File: src/rtl/sync_filter_bank.sv
// sync_filter_bank: per-lane synchroniser chain, stability filter and registered rise/fall pulses.
// Optional saturating abort counter is enabled by defining SYNC_FILTER_BANK_GLITCH_CNT_EN.
module sync_filter_bank #(
    parameter int               WIDTH     = 2,
    parameter int               STAGES    = 2,
    parameter int               FILT_CNT  = 4,
    parameter logic [WIDTH-1:0] RESET_VAL = '0
) (
    input  logic             clk,
    input  logic             reset,
    input  logic [WIDTH-1:0] d,
    output logic [WIDTH-1:0] q,
    output logic [WIDTH-1:0] rise,
    output logic [WIDTH-1:0] fall,
    output logic             chg
`ifdef SYNC_FILTER_BANK_GLITCH_CNT_EN
    ,
    output logic [7:0]       glitch_cnt,
    input  logic             glitch_clr
`endif
);

    localparam int            CW   = $clog2(FILT_CNT + 1);
    localparam logic [CW-1:0] LAST = CW'(FILT_CNT - 1);

    logic [WIDTH-1:0] y;
    logic [WIDTH-1:0] fire;
`ifdef SYNC_FILTER_BANK_GLITCH_CNT_EN
    logic [WIDTH-1:0] abort;
`endif

    for (genvar i = 0; i < WIDTH; i++) begin : g_lane
        logic [STAGES-1:0] s;
        logic [CW-1:0]     cnt;
        logic              q_r;

        always_ff @(posedge clk or posedge reset) begin
            if (reset) begin
                s <= {STAGES{RESET_VAL[i]}};
            end else begin
                s <= {s[STAGES-2:0], d[i]};
            end
        end

        assign y[i]    = s[STAGES-1];
        // The run of mismatches has lasted FILT_CNT cycles including this one.
        assign fire[i] = (y[i] != q_r) && (cnt == LAST);
`ifdef SYNC_FILTER_BANK_GLITCH_CNT_EN
        assign abort[i] = (y[i] == q_r) && (cnt != '0);
`endif

        always_ff @(posedge clk or posedge reset) begin
            if (reset) begin
                cnt <= '0;
                q_r <= RESET_VAL[i];
            end else if (y[i] == q_r) begin
                cnt <= '0;
            end else if (fire[i]) begin
                cnt <= '0;
                q_r <= y[i];
            end else begin
                cnt <= cnt + 1'b1;
            end
        end

        assign q[i] = q_r;
    end

    always_ff @(posedge clk or posedge reset) begin
        if (reset) begin
            rise <= '0;
            fall <= '0;
            chg  <= 1'b0;
        end else begin
            rise <= fire & y;
            fall <= fire & ~y;
            chg  <= |fire;
        end
    end

`ifdef SYNC_FILTER_BANK_GLITCH_CNT_EN
    logic [31:0] n_abort;
    logic [31:0] sum;

    always_comb begin
        n_abort = '0;
        for (int k = 0; k < WIDTH; k++) begin
            n_abort = n_abort + 32'(abort[k]);
        end
        sum = 32'(glitch_cnt) + n_abort;
    end

    // Clear has priority over any increment landing on the same edge.
    always_ff @(posedge clk or posedge reset) begin
        if (reset) begin
            glitch_cnt <= '0;
        end else if (glitch_clr) begin
            glitch_cnt <= '0;
        end else if (sum > 32'd255) begin
            glitch_cnt <= 8'hff;
        end else begin
            glitch_cnt <= sum[7:0];
        end
    end
`endif

endmodule

File: config.mk
export PLATFORM = sky130hd
export DESIGN_NAME = sync_filter_bank
export DESIGN_NICKNAME = d
export VERILOG_FILES = /design/src/rtl/sync_filter_bank.sv
export SDC_FILE = /design/constraint.sdc
export NUM_CORES = 1
export LEC_CHECK = 0
export BUFFER_PORTS_ARGS = -buffer_cell sky130_fd_sc_hd__buf_2
export CELL_PAD_IN_SITES_DETAIL_PLACEMENT = 0
export CELL_PAD_IN_SITES_GLOBAL_PLACEMENT = 2
export CORE_UTILIZATION = 29
export CTS_CLUSTER_DIAMETER = 200
export DETAILED_ROUTE_END_ITERATION = 6
export PLACE_DENSITY = 0.63
export SYNTH_ARGS = -nofsm -noshare
export SYNTH_HDL_FRONTEND = slang
export SYNTH_SLANG_ARGS = --single-unit
export TNS_END_PERCENT = 1
File: constraint.sdc
create_clock -name clk -period 1.4 [get_ports clk]
set_clock_uncertainty 0.2 [all_clocks]
set_input_delay 0.14 -clock clk [delete_from_list [all_inputs] [get_ports clk]]
set_output_delay 0.14 -clock clk [all_outputs]
set_load 0.005 [all_outputs]
==> results <==
- The mean instance size in the synthesized netlist is 15.4 sq um.
- The kind of critical path is register to register.
- The remaining design rule violation count is 0.
- Headroom to the max-slew limit came out at 77.6%.
- For this run, the slowest stage of the critical path takes 0.39 ns.
- The area growth from synthesis to layout is 25.4%.
- Before antenna repair, the detailed router went through 2 iterations.
- Setup violations remaining at the end of the flow were counted as 0.
- The setup check on the worst reg-to-reg path leaves a slack of 0.06 ns.
- Setup repair after global routing left no endpoint under its margin.
- TritonCTS built the clock tree.
- From bottom edge to top edge, the die measures 48.6 um.
- The total power divided by cell area is 1570 nW/um^2.
- The synthesized design contains 17 register bits.
- The core region area is 2000 sq um.
- The post-route netlist has 35.6% of its cells at a drive strength greater than 1.
- The worst setup path is captured at a register.
- The number of filler cells placed in the layout is 199.
- The detail route stage leaves a number of antenna-violating nets equal to 0.
- The Yosys step of the flow raised 0 warnings.
- The tree is rooted in a sky130_fd_sc_hd__clkbuf_4.
- The cell area after synthesis is 629 sq um.
- The final count of hold timing violations is 0.
- The final number of max-transition violations came to 0.
- In this run the count of I/O pins placed on the die edge is 11.
- The arrival time of the worst setup path is 1.32 ns.
- Counting every net in the synthesized netlist gives 47.
- Detailed placement finished with a half-perimeter wire length of 625 um.
- STA classifies the critical path startpoint as a register.
- The number of post-CTS setup repair buffers is 0.
- The clock passes through at most 2 buffers.
- The clock slew seen by the registers of the worst setup and hold paths is 0.09 ns.
- The ratio of final minimum period to clock period is 96.0%.
- Including well taps, the total number of placed cells is 79.
- The peak supply drop is 0.759 mV.
- Synthesis handed over a netlist of 41 instances.
- The number of placement rows is 16.
- Clock latency on the worst-skew pair, taken at its later pin, is 0.29 ns.
- In this run the worst path has a maximum fanout of 2.
- The combined global-route utilization of all metal layers is 9.03%.
- Across all hold checks on the routed design, the worst slack comes to 0.157 ns.
- The overall die area is 2360 sq um.
- In this run the cell area measured after placement is 721 sq um.
- The worst-margin pin slew is 0.334 ns.
- Counting I/O delays and the setup requirement, the final critical path takes 1.34 ns.
- The worst hold path belongs to the class register to register.
- Summed over all layers, the routed wires come to 884 um.
- The count of non-filler cells in the finished layout is 86.
- Static timing analysis puts the maximum clock frequency at 0.744 GHz.
- The total number of H-tree levels is 1.
- The slowest cell on the critical path is sky130_fd_sc_hd__dfrtp_1.
- The routed wirelength normalized by instance count is 10.3 um.
- For this run, the register share of the synthesized area comes to 67.6%.
- Once layout is done, the placed cells without fillers occupy 790 sq um.
- Walking the worst path, the cells encountered are ha_1 > nor2b_4 > mux2_1.
- The residual overflow from global routing is 0.
- The die width is 48.6 um.
- The tool flagged a number of max-cap violations equal to 0.
- 0 antenna diodes ended up in the layout.
- The net count of the finished layout is 66.
- The gate family responsible for the most delay along the worst path is flip-flops.
- Summed over all cells, the static leakage comes to 0.373 nW.
- The global placer's final weighted congestion is 0.619.
- At the worst endpoint, the required time is 1.38 ns.
- The via count of the first global-routing pass is 381.
- The number of library cell types mapped by synthesis is 14.
- The run finished with clean final reports.
- The number of buffers and inverters on the critical path is 0.
- The maximum number of pins on one net before global-route repair is 18.
- The clock sink count is 17.
- After routing, the total negative slack on setup checks comes to 0 ns.
- The detailed router placed 357 vias in this run.
- The initial antenna violation count is 0.
- The post-layout total power is 1.24 mW.
- After the first detailed-routing iteration, the DRC count stood at 1.
- During placement, the flow inserted port buffers numbering 10.
- The first global-routing pass estimated 1520 um of wire.
- The TritonCTS buffer count is 3.
- After detailed routing, the number of vias per cell comes to 4.15.
- The initial utilization of the core area, before any placement, comes to 31.4%.
[flip-flops by register name, summed over array words and instances, names as in the netlist]
register / cells
g_lane.q_r: 2
fall: 2
chg: 1
g_lane.cnt: 6
g_lane.s: 4
rise: 2
[layout by cell type (no fill, tap or decap)]
cell / netlist / final
sky130_fd_sc_hd__buf_2: 0 / 10
sky130_fd_sc_hd__buf_4: 2 / 3
sky130_fd_sc_hd__clkbuf_1: 0 / 1
sky130_fd_sc_hd__clkbuf_4: 0 / 3
sky130_fd_sc_hd__dfrtp_1: 17 / 17
sky130_fd_sc_hd__dlygate4sd3_1: 0 / 3
sky130_fd_sc_hd__ha_1: 2 / 1
sky130_fd_sc_hd__ha_4: 0 / 1
sky130_fd_sc_hd__inv_1: 1 / 1
sky130_fd_sc_hd__mux2_1: 1 / 1
sky130_fd_sc_hd__mux2_2: 1 / 1
sky130_fd_sc_hd__nand2b_1: 2 / 2
sky130_fd_sc_hd__nor2b_1: 1 / 1
sky130_fd_sc_hd__nor2b_4: 2 / 2
sky130_fd_sc_hd__nor3_1: 2 / 2
sky130_fd_sc_hd__nor3b_1: 6 / 6
sky130_fd_sc_hd__nor3b_2: 1 / 1
sky130_fd_sc_hd__o22ai_1: 1 / 1
sky130_fd_sc_hd__xnor2_1: 2 / 2
[logic make-up after synthesis]
group	after synthesis	synth area share [%]
and+or+nand+nor	14	18.1
AOI/OAI and AO/OA	1	0.995
adders and majority gates	2	3.98
muxes	2	3.58
DFF	17	67.6
xor gates and xnor gates	2	2.78
buffers and inverters	3	2.98
[final timing paths]
kind / start / to / cells past startpoint
min: g_lane[1].s[0]$_DFF_PP0_ / g_lane[1].s[1]$_DFF_PP0_ / 0
min reg2reg: g_lane[1].s[0]$_DFF_PP0_ / g_lane[1].s[1]$_DFF_PP0_ / 0
max reg2reg: g_lane[1].cnt[0]$_DFF_PP0_ / g_lane[1].q_r$_DFFE_PP0P_ / 3
max in group asynchronous: reset / rise[0]$_DFF_PP0_ / 4
min in group asynchronous: reset / g_lane[1].s[1]$_DFF_PP0_ / 4
max: g_lane[1].cnt[0]$_DFF_PP0_ / g_lane[1].q_r$_DFFE_PP0P_ / 3
[through the flow]
step,setup WS (ns),utilization (%)
after floorplan,0.0704,-
after global placement,0.0741,36.0
after detailed placement,0.0488,36.0
after CTS,0.0339,38.8
after global routing,0.0183,39.4
final,0.0559,39.4
[where the power goes]
group	leakage, nW	switching, mW	internal (mW)
Sequential	0.219	0.0756	0.586
Combinational	0.139	0.134	0.188
Clock	0.0150	0.142	0.111
[final cells by class]
class / instances / area (sq um) / area share [%]
clock buffer: 4 / 26.3 / 3.33
multi-input combinational: 21 / 198 / 25.0
tap: 27 / 33.8 / 4.28
inverter: 1 / 3.75 / 0.475
sequential: 17 / 425 / 53.9
timing repair buffer: 16 / 103 / 13.0
[cell usage after synthesis, drive strengths merged]
library cell	instances	area share, %
nand2b	2	2.0
inv	1	0.60
xnor2	2	2.8
dfrtp	17	68
ha	2	4.0
mux2	2	3.6
o22ai	1	0.99
nor3b	7	9.1
buf	2	2.4
nor2b	3	5.4
nor3	2	1.6
[worst register-to-register path, cell delays in order, from the launching register on]
cell	delay [ns]
sky130_fd_sc_hd__dfrtp_1	0.39
sky130_fd_sc_hd__ha_1	0.21
sky130_fd_sc_hd__nor2b_4	0.13
sky130_fd_sc_hd__mux2_1	0.30
[routing by layer]
| layer | wire (um) | vias to the layer above | part of all wire (%) | track usage [%] |
|---|---|---|---|---|
| met3 | 50 | 2 | 5.7 | 5.03 |
| met5 | 0 | - | 0 | 0 |
| met1 | 393 | 175 | 44 | 8.91 |
| met4 | 12 | 0 | 1.4 | 4.41 |
| met2 | 428 | 9 | 48 | 15.3 |
| li1 | - | 171 | - | - |
[timing repair]
action                                 4_1_cts  5_1_grt
endpoints found under the hold margin       19        0
hold buffers                                 3        0
resized for setup                            0        2
setup endpoints to repair                    0        1
Note: power is estimated with default switching activity, not from simulation.
